--- src/rtl/membus_pkg.sv ---
// Shared types for the MemBus arbiter slice.
//   req_id_t     : which pipeline port issued a cmd (ibus or dbus)
//   membus_cmd_t : cmd payload at the default 32-bit widths
//   membus_rsp_t : rsp payload at the default 32-bit widths
//   other_id()   : the requester that is not the given one
package membus_pkg;

  localparam int unsigned MEMBUS_ADDR_W = 32;
  localparam int unsigned MEMBUS_DATA_W = 32;

  typedef enum logic {
    REQ_IBUS = 1'b0,
    REQ_DBUS = 1'b1
  } req_id_t;

  typedef struct packed {
    logic [MEMBUS_ADDR_W-1:0]   address;
    logic                       write;
    logic [MEMBUS_DATA_W-1:0]   wdata;
    logic [MEMBUS_DATA_W/8-1:0] wmask;
  } membus_cmd_t;

  typedef struct packed {
    logic [MEMBUS_DATA_W-1:0] rdata;
  } membus_rsp_t;

  function automatic req_id_t other_id(input req_id_t id);
    return (id == REQ_IBUS) ? REQ_DBUS : REQ_IBUS;
  endfunction

endpackage

--- src/rtl/membus_if.sv ---
// One MemBus port: cmd channel (address/write/wdata/wmask) and rsp channel
// (rdata), each with a valid/ready handshake.
//   master : issues cmds, accepts rsps (pipeline side, or the arbiter toward memory)
//   slave  : accepts cmds, returns rsps
interface membus_if #(
  parameter int unsigned ADDR_WIDTH = 32,
  parameter int unsigned DATA_WIDTH = 32
);
  logic                    cmd_valid;
  logic                    cmd_ready;
  logic [ADDR_WIDTH-1:0]   cmd_payload_address;
  logic                    cmd_payload_write;
  logic [DATA_WIDTH-1:0]   cmd_payload_wdata;
  logic [DATA_WIDTH/8-1:0] cmd_payload_wmask;
  logic                    rsp_valid;
  logic                    rsp_ready;
  logic [DATA_WIDTH-1:0]   rsp_payload_rdata;

  modport master (
    output cmd_valid, cmd_payload_address, cmd_payload_write,
           cmd_payload_wdata, cmd_payload_wmask, rsp_ready,
    input  cmd_ready, rsp_valid, rsp_payload_rdata
  );

  modport slave (
    input  cmd_valid, cmd_payload_address, cmd_payload_write,
           cmd_payload_wdata, cmd_payload_wmask, rsp_ready,
    output cmd_ready, rsp_valid, rsp_payload_rdata
  );
endinterface

--- src/rtl/membus_id_fifo.sv ---
// In-order FIFO of requester IDs for reads issued but not yet answered.
//   clk, reset_n : clock, async active-low reset
//   push_i/push_id_i : enqueue an ID (ignored when full)
//   pop_i        : dequeue the head (ignored when empty)
//   head_o       : oldest outstanding ID
//   count_o      : number of entries
//   full_o/empty_o : occupancy flags
module membus_id_fifo
  import membus_pkg::*;
#(
  parameter  int unsigned DEPTH = 4,
  localparam int unsigned PTR_W = $clog2(DEPTH)
) (
  input  logic           clk,
  input  logic           reset_n,
  input  logic           push_i,
  input  req_id_t        push_id_i,
  input  logic           pop_i,
  output req_id_t        head_o,
  output logic [PTR_W:0] count_o,
  output logic           full_o,
  output logic           empty_o
);
  localparam logic [PTR_W-1:0] PTR_ONE  = PTR_W'(1);
  localparam logic [PTR_W:0]   CNT_ONE  = (PTR_W+1)'(1);
  localparam logic [PTR_W:0]   CNT_FULL = (PTR_W+1)'(DEPTH);

  req_id_t          slot_q [DEPTH];
  logic [PTR_W-1:0] wr_ptr_q, wr_ptr_d, rd_ptr_q, rd_ptr_d;
  logic [PTR_W:0]   count_q, count_d;
  logic             push_ok, pop_ok;

  assign full_o  = (count_q == CNT_FULL);
  assign empty_o = (count_q == '0);
  assign push_ok = push_i && !full_o;
  assign pop_ok  = pop_i && !empty_o;
  assign head_o  = slot_q[rd_ptr_q];
  assign count_o = count_q;

  always_comb begin
    wr_ptr_d = wr_ptr_q;
    rd_ptr_d = rd_ptr_q;
    count_d  = count_q;
    if (push_ok) wr_ptr_d = wr_ptr_q + PTR_ONE;
    if (pop_ok)  rd_ptr_d = rd_ptr_q + PTR_ONE;
    if (push_ok && !pop_ok)      count_d = count_q + CNT_ONE;
    else if (!push_ok && pop_ok) count_d = count_q - CNT_ONE;
  end

  always_ff @(posedge clk or negedge reset_n) begin
    if (!reset_n) begin
      wr_ptr_q <= '0;
      rd_ptr_q <= '0;
      count_q  <= '0;
    end else begin
      wr_ptr_q <= wr_ptr_d;
      rd_ptr_q <= rd_ptr_d;
      count_q  <= count_d;
    end
  end

  // Storage needs no reset: entries are only read while count_q > 0.
  always_ff @(posedge clk) begin
    if (push_ok) slot_q[wr_ptr_q] <= push_id_i;
  end

endmodule

--- src/rtl/membus_arbiter.sv ---
// Shares one MemBus port between the pipeline ibus and dbus.
//   clk, reset_n   : clock, async active-low reset
//   ibus (slave)   : instruction fetch port (write fields ignored)
//   dbus (slave)   : load/store port
//   mem  (master)  : shared memory/interconnect port
//   rsp_unexpected : one-cycle pulse after a rsp arrives with no read outstanding
// Cmds are arbitrated round-robin with the grant held while stalled; read
// issuers are queued in order so each rsp returns to the port that asked.
module membus_arbiter
  import membus_pkg::*;
#(
  parameter int unsigned ADDR_WIDTH      = 32,
  parameter int unsigned DATA_WIDTH      = 32,
  parameter int unsigned MAX_OUTSTANDING = 4
) (
  input  logic     clk,
  input  logic     reset_n,
  membus_if.slave  ibus,
  membus_if.slave  dbus,
  membus_if.master mem,
  output logic     rsp_unexpected
);
  localparam int unsigned PTR_W = $clog2(MAX_OUTSTANDING);

  req_id_t lock_id_q, lock_id_d;
  logic    lock_q, lock_d;
  req_id_t last_grant_q, last_grant_d;
  logic    unexpected_q, unexpected_d;

  logic    fifo_full, fifo_empty;
  req_id_t fifo_head;
  logic [PTR_W:0] fifo_count;

  logic    ibus_elig, dbus_elig, lock_hold;
  logic    grant_valid;
  req_id_t grant_id;
  logic    cmd_fire, push, pop;

  logic [ADDR_WIDTH-1:0]   sel_address;
  logic                    sel_write;
  logic [DATA_WIDTH-1:0]   sel_wdata;
  logic [DATA_WIDTH/8-1:0] sel_wmask;

  // ibus only fetches, so its write-side payload is never forwarded.
  logic unused_inputs;
  assign unused_inputs = ^{ibus.cmd_payload_write, ibus.cmd_payload_wdata,
                           ibus.cmd_payload_wmask, fifo_count};

  assign ibus_elig = ibus.cmd_valid && !fifo_full;
  assign dbus_elig = dbus.cmd_valid && (dbus.cmd_payload_write || !fifo_full);
  // A stalled grant stays put only while its owner keeps valid asserted.
  assign lock_hold = lock_q && ((lock_id_q == REQ_IBUS) ? ibus.cmd_valid : dbus.cmd_valid);

  always_comb begin
    grant_valid = 1'b0;
    grant_id    = REQ_IBUS;
    if (lock_hold) begin
      grant_valid = 1'b1;
      grant_id    = lock_id_q;
    end else if (ibus_elig && dbus_elig) begin
      grant_valid = 1'b1;
      grant_id    = other_id(last_grant_q);
    end else if (ibus_elig) begin
      grant_valid = 1'b1;
      grant_id    = REQ_IBUS;
    end else if (dbus_elig) begin
      grant_valid = 1'b1;
      grant_id    = REQ_DBUS;
    end
  end

  always_comb begin
    sel_address = ibus.cmd_payload_address;
    sel_write   = 1'b0;
    sel_wdata   = '0;
    sel_wmask   = '0;
    if (grant_id == REQ_DBUS) begin
      sel_address = dbus.cmd_payload_address;
      sel_write   = dbus.cmd_payload_write;
      sel_wdata   = dbus.cmd_payload_wdata;
      sel_wmask   = dbus.cmd_payload_wmask;
    end
  end

  assign mem.cmd_valid           = grant_valid;
  assign mem.cmd_payload_address = sel_address;
  assign mem.cmd_payload_write   = sel_write;
  assign mem.cmd_payload_wdata   = sel_wdata;
  assign mem.cmd_payload_wmask   = sel_wmask;
  assign ibus.cmd_ready = grant_valid && (grant_id == REQ_IBUS) && mem.cmd_ready;
  assign dbus.cmd_ready = grant_valid && (grant_id == REQ_DBUS) && mem.cmd_ready;

  assign cmd_fire = grant_valid && mem.cmd_ready;
  assign push     = cmd_fire && !sel_write;

  always_comb begin
    ibus.rsp_valid = 1'b0;
    dbus.rsp_valid = 1'b0;
    mem.rsp_ready  = 1'b0;
    if (fifo_empty) begin
      // Nothing outstanding: swallow the stray rsp so the bus cannot wedge.
      mem.rsp_ready = mem.rsp_valid;
    end else if (fifo_head == REQ_IBUS) begin
      ibus.rsp_valid = mem.rsp_valid;
      mem.rsp_ready  = ibus.rsp_ready;
    end else begin
      dbus.rsp_valid = mem.rsp_valid;
      mem.rsp_ready  = dbus.rsp_ready;
    end
  end

  assign ibus.rsp_payload_rdata = mem.rsp_payload_rdata;
  assign dbus.rsp_payload_rdata = mem.rsp_payload_rdata;

  assign pop          = !fifo_empty && mem.rsp_valid && mem.rsp_ready;
  assign unexpected_d = fifo_empty && mem.rsp_valid;
  assign lock_d       = grant_valid && !mem.cmd_ready;
  assign lock_id_d    = grant_id;
  assign last_grant_d = cmd_fire ? grant_id : last_grant_q;

  always_ff @(posedge clk or negedge reset_n) begin
    if (!reset_n) begin
      lock_q       <= 1'b0;
      lock_id_q    <= REQ_IBUS;
      last_grant_q <= REQ_DBUS;
      unexpected_q <= 1'b0;
    end else begin
      lock_q       <= lock_d;
      lock_id_q    <= lock_id_d;
      last_grant_q <= last_grant_d;
      unexpected_q <= unexpected_d;
    end
  end

  assign rsp_unexpected = unexpected_q;

  membus_id_fifo #(.DEPTH(MAX_OUTSTANDING)) u_fifo (
    .clk       (clk),
    .reset_n   (reset_n),
    .push_i    (push),
    .push_id_i (grant_id),
    .pop_i     (pop),
    .head_o    (fifo_head),
    .count_o   (fifo_count),
    .full_o    (fifo_full),
    .empty_o   (fifo_empty)
  );

endmodule

--- src/flat_wrapper.sv ---
// flat-port wrapper written by rule: the top's interface ports become plain ports
module membus_arbiter_flat import membus_pkg::*;
#(
  parameter int unsigned ADDR_WIDTH      = 32,
  parameter int unsigned DATA_WIDTH      = 32,
  parameter int unsigned MAX_OUTSTANDING = 4
)
  (clk, reset_n, rsp_unexpected, ibus_cmd_valid, ibus_cmd_payload_address, ibus_cmd_payload_write, ibus_cmd_payload_wdata, ibus_cmd_payload_wmask, ibus_rsp_ready, ibus_cmd_ready, ibus_rsp_valid, ibus_rsp_payload_rdata, dbus_cmd_valid, dbus_cmd_payload_address, dbus_cmd_payload_write, dbus_cmd_payload_wdata, dbus_cmd_payload_wmask, dbus_rsp_ready, dbus_cmd_ready, dbus_rsp_valid, dbus_rsp_payload_rdata, mem_cmd_valid, mem_cmd_payload_address, mem_cmd_payload_write, mem_cmd_payload_wdata, mem_cmd_payload_wmask, mem_rsp_ready, mem_cmd_ready, mem_rsp_valid, mem_rsp_payload_rdata);
  membus_if #(.ADDR_WIDTH(ADDR_WIDTH), .DATA_WIDTH(DATA_WIDTH)) ibus_i ();
  membus_if #(.ADDR_WIDTH(ADDR_WIDTH), .DATA_WIDTH(DATA_WIDTH)) dbus_i ();
  membus_if #(.ADDR_WIDTH(ADDR_WIDTH), .DATA_WIDTH(DATA_WIDTH)) mem_i ();
  input  logic clk;
  input  logic reset_n;
  output logic rsp_unexpected;
  input wire logic [$bits(ibus_i.cmd_valid)-1:0] ibus_cmd_valid;
  input wire logic [$bits(ibus_i.cmd_payload_address)-1:0] ibus_cmd_payload_address;
  input wire logic [$bits(ibus_i.cmd_payload_write)-1:0] ibus_cmd_payload_write;
  input wire logic [$bits(ibus_i.cmd_payload_wdata)-1:0] ibus_cmd_payload_wdata;
  input wire logic [$bits(ibus_i.cmd_payload_wmask)-1:0] ibus_cmd_payload_wmask;
  input wire logic [$bits(ibus_i.rsp_ready)-1:0] ibus_rsp_ready;
  output wire logic [$bits(ibus_i.cmd_ready)-1:0] ibus_cmd_ready;
  output wire logic [$bits(ibus_i.rsp_valid)-1:0] ibus_rsp_valid;
  output wire logic [$bits(ibus_i.rsp_payload_rdata)-1:0] ibus_rsp_payload_rdata;
  input wire logic [$bits(dbus_i.cmd_valid)-1:0] dbus_cmd_valid;
  input wire logic [$bits(dbus_i.cmd_payload_address)-1:0] dbus_cmd_payload_address;
  input wire logic [$bits(dbus_i.cmd_payload_write)-1:0] dbus_cmd_payload_write;
  input wire logic [$bits(dbus_i.cmd_payload_wdata)-1:0] dbus_cmd_payload_wdata;
  input wire logic [$bits(dbus_i.cmd_payload_wmask)-1:0] dbus_cmd_payload_wmask;
  input wire logic [$bits(dbus_i.rsp_ready)-1:0] dbus_rsp_ready;
  output wire logic [$bits(dbus_i.cmd_ready)-1:0] dbus_cmd_ready;
  output wire logic [$bits(dbus_i.rsp_valid)-1:0] dbus_rsp_valid;
  output wire logic [$bits(dbus_i.rsp_payload_rdata)-1:0] dbus_rsp_payload_rdata;
  output wire logic [$bits(mem_i.cmd_valid)-1:0] mem_cmd_valid;
  output wire logic [$bits(mem_i.cmd_payload_address)-1:0] mem_cmd_payload_address;
  output wire logic [$bits(mem_i.cmd_payload_write)-1:0] mem_cmd_payload_write;
  output wire logic [$bits(mem_i.cmd_payload_wdata)-1:0] mem_cmd_payload_wdata;
  output wire logic [$bits(mem_i.cmd_payload_wmask)-1:0] mem_cmd_payload_wmask;
  output wire logic [$bits(mem_i.rsp_ready)-1:0] mem_rsp_ready;
  input wire logic [$bits(mem_i.cmd_ready)-1:0] mem_cmd_ready;
  input wire logic [$bits(mem_i.rsp_valid)-1:0] mem_rsp_valid;
  input wire logic [$bits(mem_i.rsp_payload_rdata)-1:0] mem_rsp_payload_rdata;
  assign ibus_i.cmd_valid = ibus_cmd_valid;
  assign ibus_i.cmd_payload_address = ibus_cmd_payload_address;
  assign ibus_i.cmd_payload_write = ibus_cmd_payload_write;
  assign ibus_i.cmd_payload_wdata = ibus_cmd_payload_wdata;
  assign ibus_i.cmd_payload_wmask = ibus_cmd_payload_wmask;
  assign ibus_i.rsp_ready = ibus_rsp_ready;
  assign ibus_cmd_ready = ibus_i.cmd_ready;
  assign ibus_rsp_valid = ibus_i.rsp_valid;
  assign ibus_rsp_payload_rdata = ibus_i.rsp_payload_rdata;
  assign dbus_i.cmd_valid = dbus_cmd_valid;
  assign dbus_i.cmd_payload_address = dbus_cmd_payload_address;
  assign dbus_i.cmd_payload_write = dbus_cmd_payload_write;
  assign dbus_i.cmd_payload_wdata = dbus_cmd_payload_wdata;
  assign dbus_i.cmd_payload_wmask = dbus_cmd_payload_wmask;
  assign dbus_i.rsp_ready = dbus_rsp_ready;
  assign dbus_cmd_ready = dbus_i.cmd_ready;
  assign dbus_rsp_valid = dbus_i.rsp_valid;
  assign dbus_rsp_payload_rdata = dbus_i.rsp_payload_rdata;
  assign mem_cmd_valid = mem_i.cmd_valid;
  assign mem_cmd_payload_address = mem_i.cmd_payload_address;
  assign mem_cmd_payload_write = mem_i.cmd_payload_write;
  assign mem_cmd_payload_wdata = mem_i.cmd_payload_wdata;
  assign mem_cmd_payload_wmask = mem_i.cmd_payload_wmask;
  assign mem_rsp_ready = mem_i.rsp_ready;
  assign mem_i.cmd_ready = mem_cmd_ready;
  assign mem_i.rsp_valid = mem_rsp_valid;
  assign mem_i.rsp_payload_rdata = mem_rsp_payload_rdata;
  membus_arbiter #(.ADDR_WIDTH(ADDR_WIDTH), .DATA_WIDTH(DATA_WIDTH), .MAX_OUTSTANDING(MAX_OUTSTANDING)) u_core (.clk(clk), .reset_n(reset_n), .ibus(ibus_i), .dbus(dbus_i), .mem(mem_i), .rsp_unexpected(rsp_unexpected));
endmodule
--- config.mk ---
export PLATFORM = sky130hd
export DESIGN_NAME = membus_arbiter_flat
export DESIGN_NICKNAME = d
export VERILOG_FILES = /design/src/rtl/membus_pkg.sv /design/src/rtl/membus_if.sv /design/src/rtl/membus_id_fifo.sv /design/src/rtl/membus_arbiter.sv /design/src/flat_wrapper.sv
export SDC_FILE = /design/constraint.sdc
export NUM_CORES = 1
export LEC_CHECK = 0
export CORE_AREA = 2 2 122 124
export CTS_BUF_LIST = sky130_fd_sc_hd__clkbuf_4 sky130_fd_sc_hd__clkbuf_8 sky130_fd_sc_hd__clkbuf_16
export DETAILED_ROUTE_END_ITERATION = 10
export DIE_AREA = 0 0 124 126
export HOLD_SLACK_MARGIN = 0.08
export SLEW_MARGIN = 20
export SYNTH_ARGS = -nofsm -noshare
export SYNTH_HDL_FRONTEND = slang
export SYNTH_SLANG_ARGS = --single-unit
--- constraint.sdc ---
create_clock -name clk -period 2.6 [get_ports clk]
set_input_delay 0.52 -clock clk [delete_from_list [all_inputs] [get_ports clk]]
set_output_delay 0.52 -clock clk [all_outputs]
set_load 0.03 [all_outputs]
* Yosys cells after proc, flatten, opt, wreduce, memory -nomap -nowiden *
Memory sizes are Yosys's and may differ from the RTL's.
Index checks and enable logic that the tools add are counted.

cells by class
  $add $sub $neg = 4
  equal/unequal tests = 1
  muxes and demuxes = 23
  bitwise logic cells = 1
  reductions and logical operators = 27

operators with widths
  kind                                              number
  2-to-1 mux 32 bit                                 2
  logical AND 1 bit                                 18
  2-to-1 mux 1 bit                                  18
  zero test 1 bit                                   6
  2-to-1 mux 3 bit                                  2
  adder 2 x 1 -> 2 bit, second input constant       2
  2-to-1 mux 4 bit                                  1
  adder 3 x 1 -> 3 bit, second input constant       1
  equality test 3 bit, second input constant        1
  zero test 3 bit                                   1
  subtractor 3 x 1 -> 3 bit, second input constant  1
  nonzero test 2 bit                                1
  logical OR 1 bit                                  1
  NOT 1 bit                                         1

storage, ports and cells
  register bits after elaboration = 11
  memory bits (writable) = 4
  bits of input ports = 178
  word-level logic and storage cells = 64
  memories kept = 1

memories
  memory                words  width  read ports  clocked after memory_dff  wr ports  line                  text
  u_core.u_fifo.slot_q  4      1      1           0                         1         membus_id_fifo.sv:28  req_id_t slot_q [DEPTH];

* Longest topological paths before layout *
Gate-level depths: netlist of run 1.

  depth in word-level cells = 16
  mapped depth = 10
  depth with buffers taken out = 10

* By module *
From an unflattened synthesis of run 1, not the netlist that was laid out.

second synthesis, totals
  cell total of the unflattened synthesis = 212
  area, all modules = 2075.7 µm²

by module, submodules not included
  module          times used  cells an instance  area an instance (µm²)  sequential area each (µm²)
  membus_arbiter  1           171                1507.7                  101.3
  membus_id_fifo  1           41                 568.0                   295.3

* Worst setup path before layout of run 1 *
No wires, ideal clock.

  path kind = flip-flop to output port
  from = register u_core.u_fifo.count_q[0] (netlist: u_core.u_fifo.count_o[0])
  to = output mem_cmd_payload_address[10]
  data arrival time = 1.927 ns
  required time = 2.080 ns
  path slack = 0.153 ns
  stages on the path, launching flop included = 6
  cell sequence = dfrtp_1 > or3b_4 > and3_1 > o2bb2ai_4 > buf_6 > mux2_1

on the way
  word-level cells in the longest chain between the ends = 9

ends and longest elaborated chain
  element                 line                                        text
  from (decl)             membus_id_fifo.sv:30                        logic [PTR_W:0] count_q, count_d;
  from (signal assigned)  membus_id_fifo.sv:58                        count_q <= count_d;
  equality test 3 bit *   membus_id_fifo.sv:33                        assign full_o = (count_q == CNT_FULL);
  zero test 1 bit *       membus_arbiter.sv:49, membus_arbiter.sv:50
  logical OR 1 bit        membus_arbiter.sv:50                        assign dbus_elig = dbus.cmd_valid && (dbus.cmd_payload_write || !fifo_full);
  logical AND 1 bit       membus_arbiter.sv:50
  2-to-1 mux 1 bit        membus_arbiter.sv:66                        end else if (dbus_elig) begin
  2-to-1 mux 1 bit        membus_arbiter.sv:63                        end else if (ibus_elig) begin
  2-to-1 mux 1 bit *      membus_arbiter.sv:60                        end else if (ibus_elig && dbus_elig) begin
  2-to-1 mux 1 bit *      membus_arbiter.sv:57                        if (lock_hold) begin
  2-to-1 mux 32 bit *     membus_arbiter.sv:77                        if (grant_id == REQ_DBUS) begin
  to (decl)               flat_wrapper.sv:34                          output wire logic [$bits(mem_i.cmd_payload_address)-1:0] mem_cmd_payload_address;

Mark *: on every way between the ends. The rest lies on a longest branch, timed or not.

* Worst setup path after layout of run 1 *
  from = register u_core.u_fifo.count_q[0] (netlist: u_core.u_fifo.count_o[0])
  to = output mem_cmd_payload_address[11]

The elaborated chain is that of the path after synthesis.

==> PnR_summary.wiki, run 1 <==
{| class="wikitable"
! Metric !! Value
|-
| Source-to-sink clock delay at the later pin of the worst-skew pair || around 0.24 ns
|-
| Number of instances in the synthesized netlist || 230
|-
| Vias after detailed routing || 2,175
|-
| Time the final worst path needs with I/O delays and setup || 2.69 ns
|-
| Hold-fix buffers, CTS || 0
|-
| Initial antenna violation count || 0
|-
| Number of warnings issued by yosys || 0
|-
| Worst clock skew || approximately 0.0042 ns
|-
| Number of different library cells in the post-synthesis netlist || between 40 and 50
|-
| Minimum setup slack after placement || -0.423 ns
|-
| Period utilisation layout || 104%
|-
| Final standard cell area without fillers || around 0.0046 mm2
|-
| Violation count after the first detailed-routing iteration || 41
|-
| Die Footprint || roughly 0.016 mm2
|-
| CP endpoint || mem_cmd_payload_address[11]
|-
| Slew at the pin with the worst max-slew slack || approximately 0.57 ns
|-
| Synthesized netlist net count || 414
|-
| Die Ht || ~130 um
|-
| CTS clock-pin slew for the worst setup and hold paths || around 0.050 ns
|-
| Total wire length || around 10,000 um
|-
| TritonCTS clock tree || built
|-
| Worst EP arrival || about 2.2 ns
|-
| Sum of internal, switching and leakage power || 3.24 mW
|-
| Maximum count of clock buffers along a single path || 2
|-
| Critical Path Start || u_core.u_fifo.count_o[0]$_DFFE_PN0P_
|-
| Routed length per placed instance || between 15 and 20 um
|-
| Final setup violation count || between 50 and 60
|-
| Number of top-level pins || 318
|-
| Worst slew slack as a fraction of its limit || between 60% and 70%
|-
| Die Span X || ~120 um
|-
| Leakage component of the power || around 2.1 nW
|-
| Starting density of the core || around 15%
|-
| Remaining design rule violation count || 0
|-
| Placer Congestion || 0.873
|-
| Root Buffer || clkbuf_16
|-
| Aggregate global routing overflow || 0
|-
| Status || complete, but fails checks
|-
| Slack of the critical path || -0.0914 ns
|-
| Via count of the first global-routing pass || ~2,500
|-
| Final slew viol count || 0
|-
| Global-route wire length before repair || roughly 15,000 um
|-
| Total cell area at the placement stage || 0.00374 mm2
|-
| Signed area change from the synthesized netlist to the final layout || 117%
|-
| Core area || 0.0143 mm2
|-
| Sum of net half-perimeters after detailed placement || approximately 8500 um
|-
| Post-Syn Area per Cell || roughly 9.1 um2
|-
| Non-filler cells in the finished layout || roughly 570
|-
| Setup slack, reg-to-reg || between 0.15 and 0.2 ns
|-
| Endpoint of the lowest-slack register-to-register path || u_core.u_fifo.count_o[1]$_DFFE_PN0P_
|-
| Power per standard cell area || between 700 and 800 mW/mm2
|-
| Min-Delay Path Depth || 1
|-
| Share of cells above drive strength 1 || around half
|-
| Critical path start-end classification || register to output pin
|-
| Proportion of synthesized flip-flops having asynchronous set or reset || around 73%
|-
| Antenna violation net count after detailed routing || 0
|-
| Number of port buffers || between 150 and 200
|-
| Number of antenna cells inserted || 0
|-
| Pin count of the biggest net entering global routing || 21
|-
| Final layout net count || 567
|-
| Share of synthesized area occupied by flip-flops and latches || about a fifth
|-
| RSZ-0062 raised after global routing || true
|-
| Dominant register cell in the synthesized netlist || dfrtp_1
|-
| Cell area after technology mapping || ~0.0021 mm2
|-
| Crit path required time || around 2.1 ns
|-
| Count of clock tree sinks || 15
|-
| Maximum clock rate || 372 MHz
|-
| Startpoint of the lowest-slack register-to-register path || u_core.u_fifo.rd_ptr_q[1]$_DFFE_PN0P_
|-
| Highest fanout seen on the critical path || 9
|-
| Placement Rows || 44
|-
| First drt pass iteration count || 4
|-
| Max Cap Viol || 0
|-
| Path class of the lowest-slack min-delay path || register to register
|-
| Setup crit start kind || register
|-
| Number of storage elements in the synthesis netlist || 15
|-
| CTS H-tree lvls || 1
|-
| Number of placed instances, taps included || between 500 and 600
|-
| Number of synthesized flops with an enable pin || 4
|-
| Detail-routed via count per cell || between 3 and 4
|-
| GRT Util Overall || between 10 and 15%
|-
| Crit. End Element || output pin
|-
| Cells on worst reg2reg path || 8
|-
| Violated checks || setup timing
|-
| Max rail drop VDD || 316 uV
|-
| Final number of hold-violating endpoints || 0
|-
| Number of buffers created by CTS || 3
|}
-- kinds of logic after synthesis --
kind of cell / synth area share [%]
DFF: 18.9
xor gates and xnor gates: 1.25
adders and majority gates: 3.94
and+or+nand+nor: 20.3
buffers and inverters: 26.6
AOI/OAI and AO/OA: 6.80
muxes: 22.3
-- worst max-delay path, cell delays in order (launching register included) --
cell and delay, ns:
dfrtp_1 0.38, or3b_4 0.43, and3_4 0.19, o2bb2ai_4 0.16, buf_6 0.15, buf_16 0.14
mux2_4 0.32, buf_6 0.14
-- flip-flops by register name, indices dropped and copies added, names as in the netlist --
name and cells:
u_core.u_fifo.wr_ptr_q 2, u_core.lock_q 1, u_core.rsp_unexpected 1, u_core.u_fifo.rd_ptr_q 2, u_core.u_fifo.count_o 3, u_core.u_fifo.slot_q 4, u_core.last_grant_q 1, u_core.lock_id_q 1
-- area by class of cell --
cell class	count	area, um2
repair buffers	220	2450
flip-flops and latches	15	397
inverters	5	18.8
multi-input cells	138	1370
fillers	1487	9760
well taps	184	230
clock buffers	4	82.6
-- worst min path at each step --
stage	endpoint	slack [ns]	from
after floorplan	u_core.lock_id_q$_DFF_PN0_	0.22	reset_n
after global placement	u_core.u_fifo.rd_ptr_q[0]$_DFFE_PN0P_	0.51	u_core.u_fifo.rd_ptr_q[0]$_DFFE_PN0P_
after detailed placement	u_core.u_fifo.rd_ptr_q[0]$_DFFE_PN0P_	0.53	u_core.u_fifo.rd_ptr_q[0]$_DFFE_PN0P_
after CTS	u_core.u_fifo.rd_ptr_q[0]$_DFFE_PN0P_	0.54	u_core.u_fifo.rd_ptr_q[0]$_DFFE_PN0P_
after global routing	u_core.u_fifo.rd_ptr_q[0]$_DFFE_PN0P_	0.56	u_core.u_fifo.rd_ptr_q[0]$_DFFE_PN0P_
final	u_core.u_fifo.rd_ptr_q[0]$_DFFE_PN0P_	0.53	u_core.u_fifo.rd_ptr_q[0]$_DFFE_PN0P_
-- synthesized netlist by cell type (2+ instances only) --
master / number / share of area [%]
edfxtp_1: 4 / 5.7
nand4_1: 2 / 0.60
mux2_2: 4 / 2.1
nor2b_1: 3 / 0.90
nand2_1: 4 / 0.72
nor2_1: 5 / 0.90
xor2_1: 2 / 0.84
ha_1: 5 / 3.0
and2_1: 43 / 13
dfrtp_1: 10 / 12
o21ai_0: 4 / 0.95
buf_6: 3 / 1.6
nor3b_1: 5 / 1.8
mux2_1: 29 / 16
clkbuf_2: 3 / 0.72
a211o_1: 2 / 0.84
mux2i_1: 8 / 3.8
buf_4: 64 / 23
inv_1: 5 / 0.90
a21oi_1: 3 / 0.72
o31ai_1: 2 / 0.72
-- through the flow --
| stage | utilization (%) | hold slack [ns] | TNS (ns) |
|---|---|---|---|
| floorplan | - | 0.224 | 0 |
| global placement | 26.2 | 0.515 | -11.31 |
| detailed placement | 26.2 | 0.526 | -11.63 |
| CTS | 30.1 | 0.537 | -4.42 |
| global route | 31.8 | 0.562 | -6.73 |
| finish | 31.8 | 0.531 | -2.49 |
-- per-layer routing --
metal | vias up | share of wire (%) | GRT usage (%)
met5 | - | 0 | 0
met4 | 0 | 0.96 | 1.52
met3 | 12 | 19 | 10.3
met2 | 138 | 47 | 20.7
met1 | 1015 | 33 | 12.4
li1 | 1010 | - | -
-- power breakdown --
| group | leakage [nW] | internal [mW] | total [mW] | switching (mW) |
|---|---|---|---|---|
| clock | 0.0416 | 0.218 | 0.311 | 0.0927 |
| combinational | 1.84 | 1.38 | 2.53 | 1.15 |
| sequential | 0.168 | 0.337 | 0.401 | 0.0646 |
-- repair_timing --
item | CTS | global route
resized for setup | 160 | 47
cloned | 2 | 2
setup endpoints to repair | 73 | 75
setup buffers | 6 | 4
pin swaps | 11 | 10
endpoints found under the hold margin | 0 | 0
-- cells in the final DEF (no fill, tap or decap), types with 4 or more instances in the layout --
| cell type | count |
|---|---|
| clkdlybuf4s50_1 | 108 |
| buf_6 | 67 |
| and2_4 | 36 |
| mux2_4 | 33 |
| buf_4 | 21 |
| buf_12 | 13 |
| dfrtp_1 | 10 |
| mux2i_1 | 8 |
| and2_1 | 7 |
| nor2_1 | 5 |
| inv_1 | 5 |
| nor3b_1 | 5 |
| ha_1 | 5 |
| clkbuf_16 | 5 |
| nand2_1 | 4 |
| o21ai_0 | 4 |
| edfxtp_1 | 4 |
Note: power is estimated with default switching activity, not from simulation.
==> run 2: changes to the inputs <==
==> constraint.sdc (replaced) <==
create_clock -name clk -period 2.6 [get_ports clk]
set_input_delay 0.78 -clock clk [delete_from_list [all_inputs] [get_ports clk]]
set_output_delay 0.78 -clock clk [all_outputs]
set_load 0.03 [all_outputs]
==> PnR_summary.wiki, run 2 (synthesized netlist as in run 1, its figures left out) <==
{| class="wikitable"
! Metric !! Value
|-
| Status || complete, but fails checks
|-
| Violated checks || setup timing
|-
| Number of top-level pins || around 320
|-
| CTS H-tree lvls || 1
|-
| CTS clock-pin slew for the worst setup and hold paths || 0.05 ns
|-
| Worst EP arrival || ~2.3 ns
|-
| Global-route wire length before repair || around 13,000 um
|-
| Placement Rows || 44
|-
| First drt pass iteration count || 4
|-
| Gate family responsible for the most delay along the worst path || buffers and inverters
|-
| Number of antenna cells inserted || 0
|-
| Share of cells above drive strength 1 || a little under three fifths
|-
| Cells on worst reg2reg path || 8
|-
| Core area || about 0.014 mm2
|-
| Die Span X || ~120 um
|-
| Die Ht || approximately 130 um
|-
| Source-to-sink clock delay at the later pin of the worst-skew pair || around 0.25 ns
|-
| Crit path cell chain || or3b_4 -> buf_6 -> o211ai_4 -> o2bb2ai_4 -> buf_12 -> buf_12 -> buf_12 -> mux2_4 -> buf_6
|-
| GRT Util Overall || 11.1%
|-
| Via count of the first global-routing pass || between 2,000 and 2,500
|-
| Sum of internal, switching and leakage power || between 3 and 4 mW
|-
| Sum of net half-perimeters after detailed placement || slightly above 7000 um
|-
| Slack of the critical path || -0.496 ns
|-
| Setup crit start kind || register
|-
| Endpoint of the lowest-slack register-to-register path || u_core.u_fifo.count_o[1]$_DFFE_PN0P_
|-
| Maximum count of clock buffers along a single path || 2
|-
| Cell mode on critical path || buf_12
|-
| Layout Utilization || 33.9%
|-
| Most common library cell in the layout ignoring fill and taps || clkdlybuf4s50_1
|-
| Largest register by flop count || u_core.u_fifo.slot_q
|-
| Count of clock tree sinks || 15
|-
| Remaining design rule violation count || 0
|-
| CP peak stage delay || around 0.43 ns
|-
| Initial antenna violation count || 0
|-
| Placer Congestion || a little over 0.8
|-
| Period utilisation layout || 119%
|-
| Final standard cell area without fillers || 0.00486 mm2
|-
| Minimum setup slack after placement || -1.05 ns
|-
| Leakage component of the power || roughly 2.2 nW
|-
| Crit. End Element || output pin
|-
| Final setup violation count || 72
|-
| Slew at the pin with the worst max-slew slack || around 0.55 ns
|-
| Pin count of the biggest net entering global routing || 12
|-
| Number of buffers created by CTS || 3
|-
| Final layout net count || 581
|-
| Startpoint of the lowest-slack register-to-register path || u_core.u_fifo.rd_ptr_q[1]$_DFFE_PN0P_
|-
| RSZ-0062 raised after global routing || true
|-
| Critical Path Start || u_core.u_fifo.count_o[0]$_DFFE_PN0P_
|-
| Antenna violation net count after detailed routing || 0
|-
| CP endpoint || mem_cmd_payload_address[1]
|-
| Path class of the lowest-slack min-delay path || register to register
|-
| Slowest-stage cell, CP || or3b_4
|-
| Max rail drop VDD || around 290 uV
|-
| Final slew viol count || 0
|-
| Signed area change from the synthesized netlist to the final layout || 132%
|-
| TritonCTS clock tree || built
|-
| Routed length per placed instance || ~15 um
|-
| Die Footprint || approximately 0.016 mm2
|-
| Vias after detailed routing || between 2,000 and 2,500
|-
| Final Hold Slack || around 0.55 ns
|-
| Maximum clock rate || approximately 320 MHz
|-
| Power per standard cell area || roughly 720 mW/mm2
|-
| Detail-routed via count per cell || about 3.8
|-
| Highest fanout seen on the critical path || 8
|-
| Number of port buffers || ~180
|-
| Violation count after the first detailed-routing iteration || 47
|-
| Aggregate global routing overflow || 0
|-
| Total wire length || 8980 um
|-
| Setup slack, reg-to-reg || 0.25 ns
|-
| Most frequent cells in the layout || clkdlybuf4s50_1 (105), buf_6 (59), and2_4 (34)
|-
| Crit path required time || about 1.8 ns
|-
| Time the final worst path needs with I/O delays and setup || a little over 3 ns
|-
| Worst clock skew || between 0.006 and 0.007 ns
|-
| Critical path start-end classification || register to output pin
|-
| Starting density of the core || ~15%
|-
| Max Cap Viol || 0
|-
| Number of buffers and inverters on the critical path || 5
|-
| Final number of hold-violating endpoints || 0
|-
| Worst slew slack as a fraction of its limit || 63.2%
|-
| Total cell area at the placement stage || slightly above 0.004 mm2
|-
| Max reg flops || 4
|-
| Root Buffer || clkbuf_16
|-
| Number of stages on the worst setup path || 9
|}
run 2: repair_timing:
| item | in CTS | in global routing |
|---|---|---|
| hold buffers | 0 | 0 |
| buffers inserted | 10 | 4 |
| cloned | 9 | 0 |
| pin swaps | 17 | 22 |
| setup endpoints to repair | 75 | 77 |
| gates resized for setup | 273 | 25 |
run 2: worst min path at each step:
stage                                                     start                               endpoint  cells past startpoint
final                     u_core.u_fifo.rd_ptr_q[0]$_DFFE_PN0P_  u_core.u_fifo.rd_ptr_q[0]$_DFFE_PN0P_                      1
after global routing      u_core.u_fifo.rd_ptr_q[0]$_DFFE_PN0P_  u_core.u_fifo.rd_ptr_q[0]$_DFFE_PN0P_                      1
after CTS                 u_core.u_fifo.rd_ptr_q[0]$_DFFE_PN0P_  u_core.u_fifo.rd_ptr_q[0]$_DFFE_PN0P_                      1
after detailed placement  u_core.u_fifo.rd_ptr_q[0]$_DFFE_PN0P_  u_core.u_fifo.rd_ptr_q[0]$_DFFE_PN0P_                      1
after global placement    u_core.u_fifo.rd_ptr_q[0]$_DFFE_PN0P_  u_core.u_fifo.rd_ptr_q[0]$_DFFE_PN0P_                      1
after floorplan            u_core.u_fifo.count_o[2]$_DFFE_PN0P_   u_core.u_fifo.count_o[2]$_DFFE_PN0P_                      1
run 2: final cells by class:
| cell class | count | area [um2] |
|---|---|---|
| clock inverter | 1 | 5.00 |
| clock buffer | 3 | 75.1 |
| multi-input combinational | 138 | 1420 |
| tap | 184 | 230 |
| sequential | 15 | 397 |
| timing repair buffer | 234 | 2720 |
| fill | 1487 | 9460 |
| inverter | 5 | 18.8 |
run 2: routing by layer:
metal / part of all wire [%] / global-route usage (%) / up-vias
li1: - / - / 1042
met1: 37 / 12.7 / 998
met2: 55 / 20.8 / 132
met3: 7.0 / 2.58 / 9
met4: 1.3 / 2.38 / 0
met5: 0 / 0 / -
run 2: per-stage QoR:
stage	setup TNS, ns	std cells
6_report	-29.54	580
2_1_floorplan	-2.06	230
5_1_grt	-35.11	580
4_1_cts	-35.92	578
3_5_place_dp	-58.07	555
3_3_place_gp	-55.28	555
run 2: worst register-to-register path: cells and delay by family, from the launching register on:
family                     cells  cell delay (ns)
DFF                            1             0.43
muxes                          4             0.85
adders and majority gates      2             0.59
and+or+nand+nor                1             0.30
buffers and inverters          1             0.06
run 2: report_power, final:
part / leakage (nW) / internal [mW] / total (mW) / switching (mW)
combinational: 1.95 / 1.62 / 2.82 / 1.19
sequential: 0.168 / 0.336 / 0.402 / 0.0658
clock: 0.0409 / 0.205 / 0.302 / 0.0961
total: 2.16 / 2.16 / 3.52 / 1.36
